===== src/rtl/pll_lock_supervisor_pkg.sv =====
// Shared types and elaboration helpers for the PLL lock supervisor.
package pll_lock_supervisor_pkg;

  localparam int STATE_W = 2;

  typedef enum logic [STATE_W-1:0] {
    ST_RESET_PLL = 2'd0,
    ST_WAIT_LOCK = 2'd1,
    ST_STABLE    = 2'd2,
    ST_RUN       = 2'd3
  } sup_state_e;

  function automatic int max3(input int a, input int b, input int c);
    int m;
    m = (a > b) ? a : b;
    return (m > c) ? m : c;
  endfunction

  // One shared phase counter must reach the largest terminal value.
  function automatic int cnt_width(input int rst_cycles, input int lock_timeout,
                                   input int lock_stable);
    return $clog2(max3(rst_cycles, lock_timeout, lock_stable) + 1);
  endfunction

endpackage


===== src/rtl/pll_lock_supervisor_sync_2ff.sv =====
// Two-flop synchronizer for a single asynchronous level into the refclk domain.
module pll_lock_supervisor_sync_2ff (
  input  logic refclk,
  input  logic rst,
  input  logic d_in,
  output logic d_sync
);

  logic meta_q, meta_d;
  logic sync_q, sync_d;

  always_comb begin
    meta_d = d_in;
    sync_d = meta_q;
  end

  always_ff @(posedge refclk) begin
    if (rst) begin
      meta_q <= 1'b0;
      sync_q <= 1'b0;
    end else begin
      meta_q <= meta_d;
      sync_q <= sync_d;
    end
  end

  assign d_sync = sync_q;

endmodule


===== src/rtl/pll_lock_supervisor.sv =====
// Sequences PLL reset, waits for and qualifies lock, then releases the core reset.
module pll_lock_supervisor
  import pll_lock_supervisor_pkg::*;
#(
  parameter int RST_CYCLES   = 16,
  parameter int LOCK_TIMEOUT = 742500,
  parameter int LOCK_STABLE  = 1024,
  parameter int CNT_W        = 8
) (
  input  logic             refclk,
  input  logic             rst,
  input  logic             pll_locked,
  input  logic             force_relock,
  output logic             pll_rst,
  output logic             core_rst,
  output logic             ready,
  output logic [CNT_W-1:0] retry_count,
  output logic [CNT_W-1:0] lost_count
);

  localparam int CNT_BITS = cnt_width(RST_CYCLES, LOCK_TIMEOUT, LOCK_STABLE);

  localparam logic [CNT_BITS-1:0] RST_LAST     = CNT_BITS'(RST_CYCLES - 1);
  localparam logic [CNT_BITS-1:0] TIMEOUT_LAST = CNT_BITS'(LOCK_TIMEOUT - 1);
  localparam logic [CNT_BITS-1:0] STABLE_LAST  = CNT_BITS'(LOCK_STABLE - 1);
  localparam logic [CNT_W-1:0]    EVT_MAX      = '1;

  logic lk;

  pll_lock_supervisor_sync_2ff u_lock_sync (
    .refclk (refclk),
    .rst    (rst),
    .d_in   (pll_locked),
    .d_sync (lk)
  );

  sup_state_e          state_q, state_d;
  logic [CNT_BITS-1:0] cnt_q, cnt_d;
  logic [CNT_W-1:0]    retry_q, retry_d;
  logic [CNT_W-1:0]    lost_q, lost_d;
  logic                pll_rst_q, pll_rst_d;
  logic                core_rst_q, core_rst_d;
  logic                ready_q, ready_d;

  always_comb begin
    state_d = state_q;
    cnt_d   = cnt_q;
    retry_d = retry_q;
    lost_d  = lost_q;

    if (force_relock) begin
      state_d = ST_RESET_PLL;
      cnt_d   = '0;
    end else begin
      case (state_q)
        ST_RESET_PLL: begin
          if (cnt_q == RST_LAST) begin
            state_d = ST_WAIT_LOCK;
            cnt_d   = '0;
          end else begin
            cnt_d = cnt_q + CNT_BITS'(1);
          end
        end
        ST_WAIT_LOCK: begin
          // A lock seen on the timeout cycle still wins.
          if (lk) begin
            state_d = ST_STABLE;
            cnt_d   = '0;
          end else if (cnt_q == TIMEOUT_LAST) begin
            retry_d = (retry_q == EVT_MAX) ? retry_q : retry_q + CNT_W'(1);
            state_d = ST_RESET_PLL;
            cnt_d   = '0;
          end else begin
            cnt_d = cnt_q + CNT_BITS'(1);
          end
        end
        ST_STABLE: begin
          if (!lk) begin
            state_d = ST_WAIT_LOCK;
            cnt_d   = '0;
          end else if (cnt_q == STABLE_LAST) begin
            state_d = ST_RUN;
            cnt_d   = '0;
          end else begin
            cnt_d = cnt_q + CNT_BITS'(1);
          end
        end
        ST_RUN: begin
          if (!lk) begin
            lost_d  = (lost_q == EVT_MAX) ? lost_q : lost_q + CNT_W'(1);
            state_d = ST_RESET_PLL;
            cnt_d   = '0;
          end
        end
        default: begin
          state_d = ST_RESET_PLL;
          cnt_d   = '0;
        end
      endcase
    end

    // Outputs decode the next state so they switch on the entry edge.
    pll_rst_d  = (state_d == ST_RESET_PLL);
    ready_d    = (state_d == ST_RUN);
    core_rst_d = !ready_d;
  end

  always_ff @(posedge refclk) begin
    if (rst) begin
      state_q    <= ST_RESET_PLL;
      cnt_q      <= '0;
      retry_q    <= '0;
      lost_q     <= '0;
      pll_rst_q  <= 1'b1;
      core_rst_q <= 1'b1;
      ready_q    <= 1'b0;
    end else begin
      state_q    <= state_d;
      cnt_q      <= cnt_d;
      retry_q    <= retry_d;
      lost_q     <= lost_d;
      pll_rst_q  <= pll_rst_d;
      core_rst_q <= core_rst_d;
      ready_q    <= ready_d;
    end
  end

  assign pll_rst     = pll_rst_q;
  assign core_rst    = core_rst_q;
  assign ready       = ready_q;
  assign retry_count = retry_q;
  assign lost_count  = lost_q;

endmodule


===== config.mk =====
export PLATFORM = sky130hd
export DESIGN_NAME = pll_lock_supervisor
export DESIGN_NICKNAME = d
export VERILOG_FILES = /design/src/rtl/pll_lock_supervisor_pkg.sv /design/src/rtl/pll_lock_supervisor_sync_2ff.sv /design/src/rtl/pll_lock_supervisor.sv
export SDC_FILE = /design/constraint.sdc
export NUM_CORES = 1
export LEC_CHECK = 0
export ABC_AREA = 1
export CORE_MARGIN = 8
export CORE_UTILIZATION = 40
export DETAILED_ROUTE_END_ITERATION = 10
export PLACE_DENSITY = 0.64
export SETUP_SLACK_MARGIN = 0.5
export SYNTH_ARGS = -nofsm -noshare
export SYNTH_HDL_FRONTEND = slang
export SYNTH_HIERARCHICAL = 1
export SYNTH_SLANG_ARGS = --single-unit

===== constraint.sdc =====
create_clock -name refclk -period 2 [get_ports refclk]
set_input_delay 0.4 -clock refclk [delete_from_list [all_inputs] [get_ports refclk]]
set_output_delay 0.4 -clock refclk [all_outputs]
set_load 0.05 [all_outputs]

==> flow_summary.json, run 1 <==
{
  "ys_ff_latch": 43,
  "grtUsageTotal_pct": 13.5,
  "place.port_buffers": 22,
  "totalWireLength_um": 5940,
  "area_growth_pct": 32.6,
  "grt_max_degree": 15,
  "critPathArrivalTime_ns": 1.87,
  "timing_hold_violations_final": 0,
  "required_ns": 2.20,
  "multi_input_area_um2": 1420,
  "avgRoutedWirePerCell_um": 12.4,
  "min_period_ns": 1.66,
  "outcome": "completed",
  "cts_tree": "built",
  "start_util_pct": 40.4,
  "cts_buffers": 5,
  "worstMarginPinSlew_ns": 0.323,
  "drv_slew": 0,
  "max_freq_ghz": 0.601,
  "ioPinCount": 23,
  "antenna_left": 0,
  "grt_overflow": 0,
  "n_fill_cell": 572,
  "chipWidth_um": 92.4,
  "layout-drive-gt1-share_pct": 25.9,
  "peakVddDrop_mv": 0.281,
  "postSynthAreaPerCell_um2": 6.44,
  "dp.cells": 460,
  "crit_slowest_cell": "dfxtp_2",
  "vias_per_cell": 4.92,
  "setup_viol": 0,
  "drt_iter0_markers": 190,
  "cts.clk_slew.worst_paths_ns": 0.09,
  "dp_hpwl_um": 4070,
  "final_common_cell": "nand2_1",
  "leakage_nw": 1.26,
  "cp_cell_sequence": "ha_4, inv_4, nor2_4, inv_2, nor2_2, nand3b_1, nand2_2, nand2_2, o21ai_4, clkbuf_16, nor2_1",
  "slowest_delay_ns": 0.36,
  "fp.dieH_um": 92.4,
  "syn_area_um2": 2340,
  "post-route-drc-count": 0,
  "crit_path_end_kind": "register",
  "worstSetupPathType": "reg -> reg",
  "first_pass_iters": 4,
  "drv_cap": 0,
  "grt_pass1_vias": 2130,
  "synth_cells": 363,
  "clockBufferDepth": 2,
  "grt_pass1_wl_um": 9510,
  "yosysSeqAreaShare_pct": 36.8,
  "final_cells": 480,
  "fp.dieArea_um2": 8550,
  "power.density_nw_per_um2": 523,
  "num_rows": 28,
  "gp_congestion": 0.930,
  "most-common-layout-cells": "70 x nand2_1, 64 x nor2_1, 46 x inv_1, 26 x nand3_1, 25 x dfxtp_1",
  "ys_types": 25,
  "clk_latency_ns": 0.30,
  "final-seq-area_um2": 893,
  "crit_top_cell": "nand2_2",
  "fin_tns_setup_ns": 0,
  "clock_sinks": 43,
  "synth_nets": 370,
  "path_max_fanout": 7,
  "yosys_warnings": 6,
  "n_antenna_cell": 0,
  "fin_skew_ns": 0.00877,
  "h-tree-depth": 2,
  "hold_path_class": "reg -> reg",
  "root_buffer": "clkbuf_8",
  "nets": 411,
  "core-area_um2": 5780,
  "antenna_found_initial": 0,
  "cp-start-kind": "register",
  "slew_headroom_pct": 78.5,
  "period_share_pct": 83.2,
  "dr_total_vias": 2361,
  "rsz0062_at_grt": "yes"
}
==> flip-flops by register name, summed over array words and instances, names as in the netlist <==
name	cells
retry_count	8
ready	1
cnt_q	20
u_lock_sync/d_sync	1
pll_rst	1
lost_count	8
core_rst	1
state_q	2
u_lock_sync/meta_q	1
==> layout make-up <==
cell class              instances  share of cell area (%)
flip-flops and latches         43                    28.8
multi-input cells             264                    45.7
inverters                      50                    6.14
clock inverters                 3                    1.41
repair buffers                 40                    12.6
clock buffers                   5                    2.22
well taps                      75                    3.03
==> routing by layer <==
layer  wire (um)  vias up  GRT usage, %
met5           0        -             0
met4          95        0          6.71
met3         278        9          2.91
met2        2740       56          19.8
met1        2820     1065          18.1
li1            -     1231             -
==> synthesized netlist by cell type <==
library cell / number / area share, %
nand2_1: 77 / 12
nor2_1: 76 / 12
inv_1: 50 / 8.0
dfxtp_1: 43 / 37
nand3_1: 29 / 6.2
o21ai_0: 18 / 3.9
a21oi_1: 14 / 3.0
nand4_1: 12 / 3.2
xor2_1: 9 / 3.4
nor3_1: 8 / 1.7
nor2_2: 6 / 1.6
xnor2_1: 4 / 1.5
ha_1: 3 / 1.6
buf_2: 2 / 0.43
clkbuf_1: 2 / 0.32
buf_6: 1 / 0.48
clkbuf_2: 1 / 0.21
nand2_2: 1 / 0.27
nand3_2: 1 / 0.43
nand3b_1: 1 / 0.32
o21a_1: 1 / 0.32
o21ai_4: 1 / 0.70
o21bai_1: 1 / 0.32
o221ai_1: 1 / 0.37
o31ai_1: 1 / 0.32
==> per-stage QoR <==
| stage | cell area (um^2) | hold WS, ns | setup slack [ns] | total power, mW | utilization, % |
|---|---|---|---|---|---|
| global placement | 2710 | 0.393 | 0.206 | 0.927 | 46.9 |
| floorplan | 2380 | 0.388 | 0.466 | 0.906 | - |
| CTS | 2960 | 0.410 | 0.343 | 1.63 | 51.1 |
| detailed placement | 2710 | 0.398 | 0.148 | 0.928 | 46.9 |
| global route | 3100 | 0.432 | 0.200 | 1.67 | 53.6 |
| finish | 3100 | 0.410 | 0.335 | 1.62 | 53.6 |
==> cells by family (layout without fill, tap and decap cells) <==
group                      after synthesis  count (layout)  share of synthesized area [%]
and+or+nand+nor                        211             211                           38.3
buffers and inverters                   56              98                           9.48
DFF                                     43              43                           36.8
AOI/OAI and AO/OA                       37              37                           8.89
xor gates and xnor gates                13              13                           4.87
adders and majority gates                3               3                           1.61
==> critical path, delay by kind of cell (launching register included) <==
| family | cells | cell delay [ns] |
|---|---|---|
| buffers and inverters | 3 | 0.30 |
| AND/OR/NAND/NOR | 6 | 0.54 |
| flip-flops | 1 | 0.36 |
| adder cells (fa/ha/maj) | 1 | 0.16 |
| AO/OA/AOI/OAI | 1 | 0.21 |
==> where the power goes <==
| part | internal [mW] | switching [mW] |
|---|---|---|
| Combinational | 0.0293 | 0.0355 |
| Sequential | 0.854 | 0.00272 |
| Clock | 0.372 | 0.327 |
| Total | 1.26 | 0.365 |
==> timing repair <==
action	CTS	global route
cloned	1	0
setup endpoints to repair	49	40
pin swaps	8	15
hold buffers	0	0
gates resized for setup	69	44
buffers inserted	5	6
==> final timing paths <==
path / slack [ns] / startpoint / depth (start not counted) / endpoint
min: 0.41 / u_lock_sync/meta_q / 2 / u_lock_sync/d_sync
max: 0.34 / cnt_q[1] / 11 / cnt_q[1]
min reg2reg: 0.41 / u_lock_sync/meta_q / 2 / u_lock_sync/d_sync
max reg2reg: 0.34 / cnt_q[1] / 11 / cnt_q[1]
(Power assumes the default switching activity.)
==> run 2, diff against run 1 <==
==> constraint.sdc (replaced) <==
create_clock -name refclk -period 1.6 [get_ports refclk]
set_input_delay 0.32 -clock refclk [delete_from_list [all_inputs] [get_ports refclk]]
set_output_delay 0.32 -clock refclk [all_outputs]
set_load 0.05 [all_outputs]
==> run 2 against run 1 <==
Effect of this change:
- via count rose by 6.2%
- register-to-register slack got worse by 0.31 ns
- sequential power increased by 23%
==> flow_summary.json, run 2 (synthesis gave the netlist of run 1 again) <==
{
  "cts_buffers": 5,
  "crit_path_end_kind": "register",
  "drt_iter0_markers": 133,
  "grtUsageTotal_pct": 15.6,
  "antenna_found_initial": 0,
  "root_buffer": "clkbuf_8",
  "start_util_pct": 40.4,
  "hold_path_class": "reg -> reg",
  "dp_hpwl_um": 4550,
  "slowest_delay_ns": 0.36,
  "required_ns": 1.80,
  "first_pass_iters": 4,
  "layout-drive-gt1-share_pct": 38.0,
  "largest_reg_flops": 20,
  "crit_slowest_cell": "dfxtp_2",
  "rsz0062_at_grt": "yes",
  "clockBufferDepth": 2,
  "totalWireLength_um": 6500,
  "power.density_nw_per_um2": 515,
  "clk_latency_ns": 0.30,
  "slew_headroom_pct": 74.8,
  "most-common-layout-cells": "65 x nand2_1, 62 x nor2_1, 43 x inv_1, 33 x buf_4, 21 x nand3_1",
  "peakVddDrop_mv": 0.309,
  "place.port_buffers": 22,
  "leakage_nw": 1.50,
  "num_rows": 28,
  "grt_pass1_wl_um": 11100,
  "gp_congestion": 0.878,
  "vias_per_cell": 4.95,
  "drv_slew": 0,
  "cts_tree": "built",
  "outcome": "completed",
  "grt_max_degree": 16,
  "nets": 438,
  "cts.clk_slew.worst_paths_ns": 0.09,
  "total_power_mw": 1.85,
  "hold_buffers": 0,
  "area_growth_pct": 53.9,
  "drv_cap": 0,
  "chipWidth_um": 92.4,
  "final_cell_area_um2": 3600,
  "fin_skew_ns": 0.00680,
  "period_share_pct": 98.7,
  "min_period_ns": 1.58,
  "cp-start-kind": "register",
  "antenna_left": 0,
  "avgRoutedWirePerCell_um": 12.8,
  "fp.dieH_um": 92.4,
  "largest-register": "cnt_q",
  "clock_sinks": 43,
  "core-area_um2": 5780,
  "post-route-drc-count": 0,
  "timing_hold_violations_final": 0,
  "n_antenna_cell": 0,
  "ioPinCount": 23,
  "cp_cell_sequence": "ha_4, buf_4, nand3_2, nor2_1, nand3_1, nand2_1, nand2_2, o21ai_4, buf_12, nor2_1",
  "crit_family": "simple AND/OR/NAND/NOR gates",
  "worstSetupPathType": "reg -> reg",
  "final_common_cell": "nand2_1",
  "grt_overflow": 0,
  "fp.dieArea_um2": 8550,
  "h-tree-depth": 2,
  "grt_pass1_vias": 2439,
  "critPathArrivalTime_ns": 1.78,
  "place_area_um2": 3010,
  "worstMarginPinSlew_ns": 0.376,
  "path_max_fanout": 15,
  "setup_viol": 0,
  "critical_path_buf_inv_count": 2,
  "dr_total_vias": 2508,
  "crit_top_cell": "nor2_1",
  "n_fill_cell": 510,
  "max_freq_ghz": 0.633
}
[run 2: cell types whose count changed in the layout (fill, tap and decap cells not counted), moves of 9 or more]
| cell | previous run | this run |
|---|---|---|
| dfxtp_4 | 4 | 16 |
| clkdlybuf4s15_2 | 14 | 0 |
| buf_6 | 0 | 10 |
| buf_8 | 0 | 12 |
| dfxtp_1 | 25 | 16 |
| buf_4 | 16 | 33 |
[run 2: report_power, final]
part           switching [mW]  internal, mW  total, mW  leakage (nW)
registers             0.00326          1.05       1.05         0.363
logic                  0.0474        0.0455     0.0929          1.10
clock network           0.406         0.304      0.711        0.0402
total                   0.457          1.40       1.85          1.50
[run 2: final timing paths]
check	from	to	slack, ns	cells past startpoint
setup reg to reg	cnt_q[1]	cnt_q[10]	0.02	10
hold / removal	u_lock_sync/meta_q	u_lock_sync/d_sync	0.43	2
setup / recovery	cnt_q[1]	cnt_q[10]	0.02	10
hold reg to reg	u_lock_sync/meta_q	u_lock_sync/d_sync	0.43	2
[run 2: timing repair]
action / 4_1_cts / 5_1_grt
setup endpoints to repair: 59 / 59
setup buffers: 12 / 4
pin swaps: 10 / 24
resized for setup: 71 / 47
[run 2: tightest hold or removal path, stage by stage (launching register included)]
cell     delay, ns
dfxtp_1       0.31
inv_1         0.05
nor2_1        0.03
[run 2: final cells by class]
type / count / area, um^2 / area share, %
inverter: 50 / 190 / 5.29
clock buffer: 5 / 68.8 / 1.91
clock inverter: 3 / 20.0 / 0.557
multi-input combinational: 264 / 1540 / 42.8
timing repair buffer: 67 / 749 / 20.8
tap: 75 / 93.8 / 2.61
sequential: 43 / 935 / 26.0
[run 2: stage by stage]
step	setup TNS [ns]	worst slack (ns)	hold WS (ns)	utilization [%]	instances
after detailed placement	-0.292	-0.0947	0.416	52.0	483
after global routing	-1.36	-0.0771	0.450	62.2	507
after floorplan	0	0.0672	0.388	-	363
after CTS	0	0.0322	0.429	59.2	503
final	0	0.0215	0.425	62.2	507
after global placement	-0.0573	-0.0211	0.397	52.0	483
[run 2: layer usage]
| metal | routed length (um) | global-route usage (%) | up-vias |
|---|---|---|---|
| li1 | - | - | 1289 |
| met4 | 95 | 4.43 | 0 |
| met2 | 3120 | 25.7 | 43 |
| met5 | 0 | 0 | - |
| met1 | 3020 | 20.2 | 1168 |
| met3 | 269 | 2.91 | 8 |
==> edit, RTL diff (config.mk and constraints of run 1) <==
The parameter `CNT_W` goes from 8 to 6.
--- a/src/rtl/pll_lock_supervisor.sv
+++ b/src/rtl/pll_lock_supervisor.sv
@@ -7,3 +7,3 @@
   parameter int LOCK_STABLE  = 1024,
-  parameter int CNT_W        = 8
+  parameter int CNT_W        = 6
 ) (
Interface: changed (resized lost_count and retry_count); port bits go from 23 to 19. No check against the original RTL was run, so the function may have changed too.
==> edit against run 1 <==
Worst setup slack gained 130 ps. Worst hold slack gained 13 ps. Critical path depth shrank 3. Sequential cell count shrank 4. Routed wire length shrank 11%. Synthesized area shrank 8.5%. Final area shrank 3.8%. Power shrank 13%. Critical path type unchanged. Critical endpoint is now cnt_q[7]. Largest power group unchanged.
==> edit: results (changes against run 1) <==
* Status: completed
* Dpl cells at 413 (-10%)
* GR met2 Demand/Resource at 0.224 (+0.0258)
* Most frequent cells after synthesis: nand2_1 (81), nor2_1 (59), inv_1 (54), dfxtp_1 (39), nand3_1 (27)
* Setup WS pre-CTS at 207 ps (+59.1 ps)
* Nets at 376 (-8.5%)
* DP Wirelength at 3390 um (-17%)
* Port bufs at 18 (-18%)
* Pleak at 1.22 nW (-3.2%)
* Net Sw Frac at 0.236 (+0.0107)
* Layout cell share with drive strength beyond 1 at 0.381 (+0.122)
* Starting DRT DRC Count at 197 (+3.7%)
* VDD IR max at 0.322 mV (+14%)
* Number of global-route vias before repair at 1,957 (-8.1%)
* Sequential share of power at 0.552 (+0.023)
* RD Place Congestion at 0.882 (-5.2%)
* Post-synthesis adder-cell area fraction at 0.0175 (+0.00148)
* GR Util met3 at 0.0404 (+0.0113)
* Leading post-synthesis cells by cell area: dfxtp_1 (36%), nand2_1 (14%), nor2_1 (10%)
* Setup crit end: cnt_q[7]
* PwrDens at 471 mW/mm^2 (-9.9%)
* Vias at 2,127 (-9.9%)
* Met1 wire length at 2510 um (-11%)
* R2r setup slk at 460 ps (+130 ps)
* First-pass GRT wire length at 8810 um (-7.3%)
* Fmax at 0.651 GHz (+8.4%)
* Cells after Synth at 327 (-9.9%)
* Post-synthesis sequential area ratio at 0.365 (-0.00340)
* Post-synthesis xor/xnor area fraction at 0.0246 (-0.0242)
* Reg2reg path depth at 8 (-3)
* Relative slew slack at 0.745 (-0.0397)
* Compound-gate portion of the synthesized area at 0.0538 (-0.0351)
* Fillers at 492 (-14%)
* Final Skew at 8.22 ps (-0.550 ps)
* Routed WL per cell at 12.1 um (-2.4%)
==> edit: kinds of logic (layout without fill, tap and decap cells) <==
logic type / after synthesis / in the layout
buf+inv: 58 / 98
compound gates: 21 / 21
xor+xnor: 6 / 6
fa+ha+maj: 3 / 3
simple gates: 200 / 203
flops: 39 / 39
==> edit: cell type report <==
| type | instances | area [sq um] | area share |
|---|---|---|---|
| well taps | 70 | 87.6 | 0.0294 |
| clock inverters | 2 | 16.3 | 0.00546 |
| clock buffers | 6 | 82.6 | 0.0277 |
| multi-input cells | 233 | 1440 | 0.484 |
| flip-flops and latches | 39 | 830 | 0.278 |
| repair buffers | 35 | 317 | 0.106 |
| inverters | 55 | 206 | 0.0692 |
==> edit: timing repair <==
item,4_1_cts,5_1_grt
setup endpoints to repair,43,38
buffers inserted,2,14
gates cloned,3,0
resized for setup,77,76
pin swaps,12,34
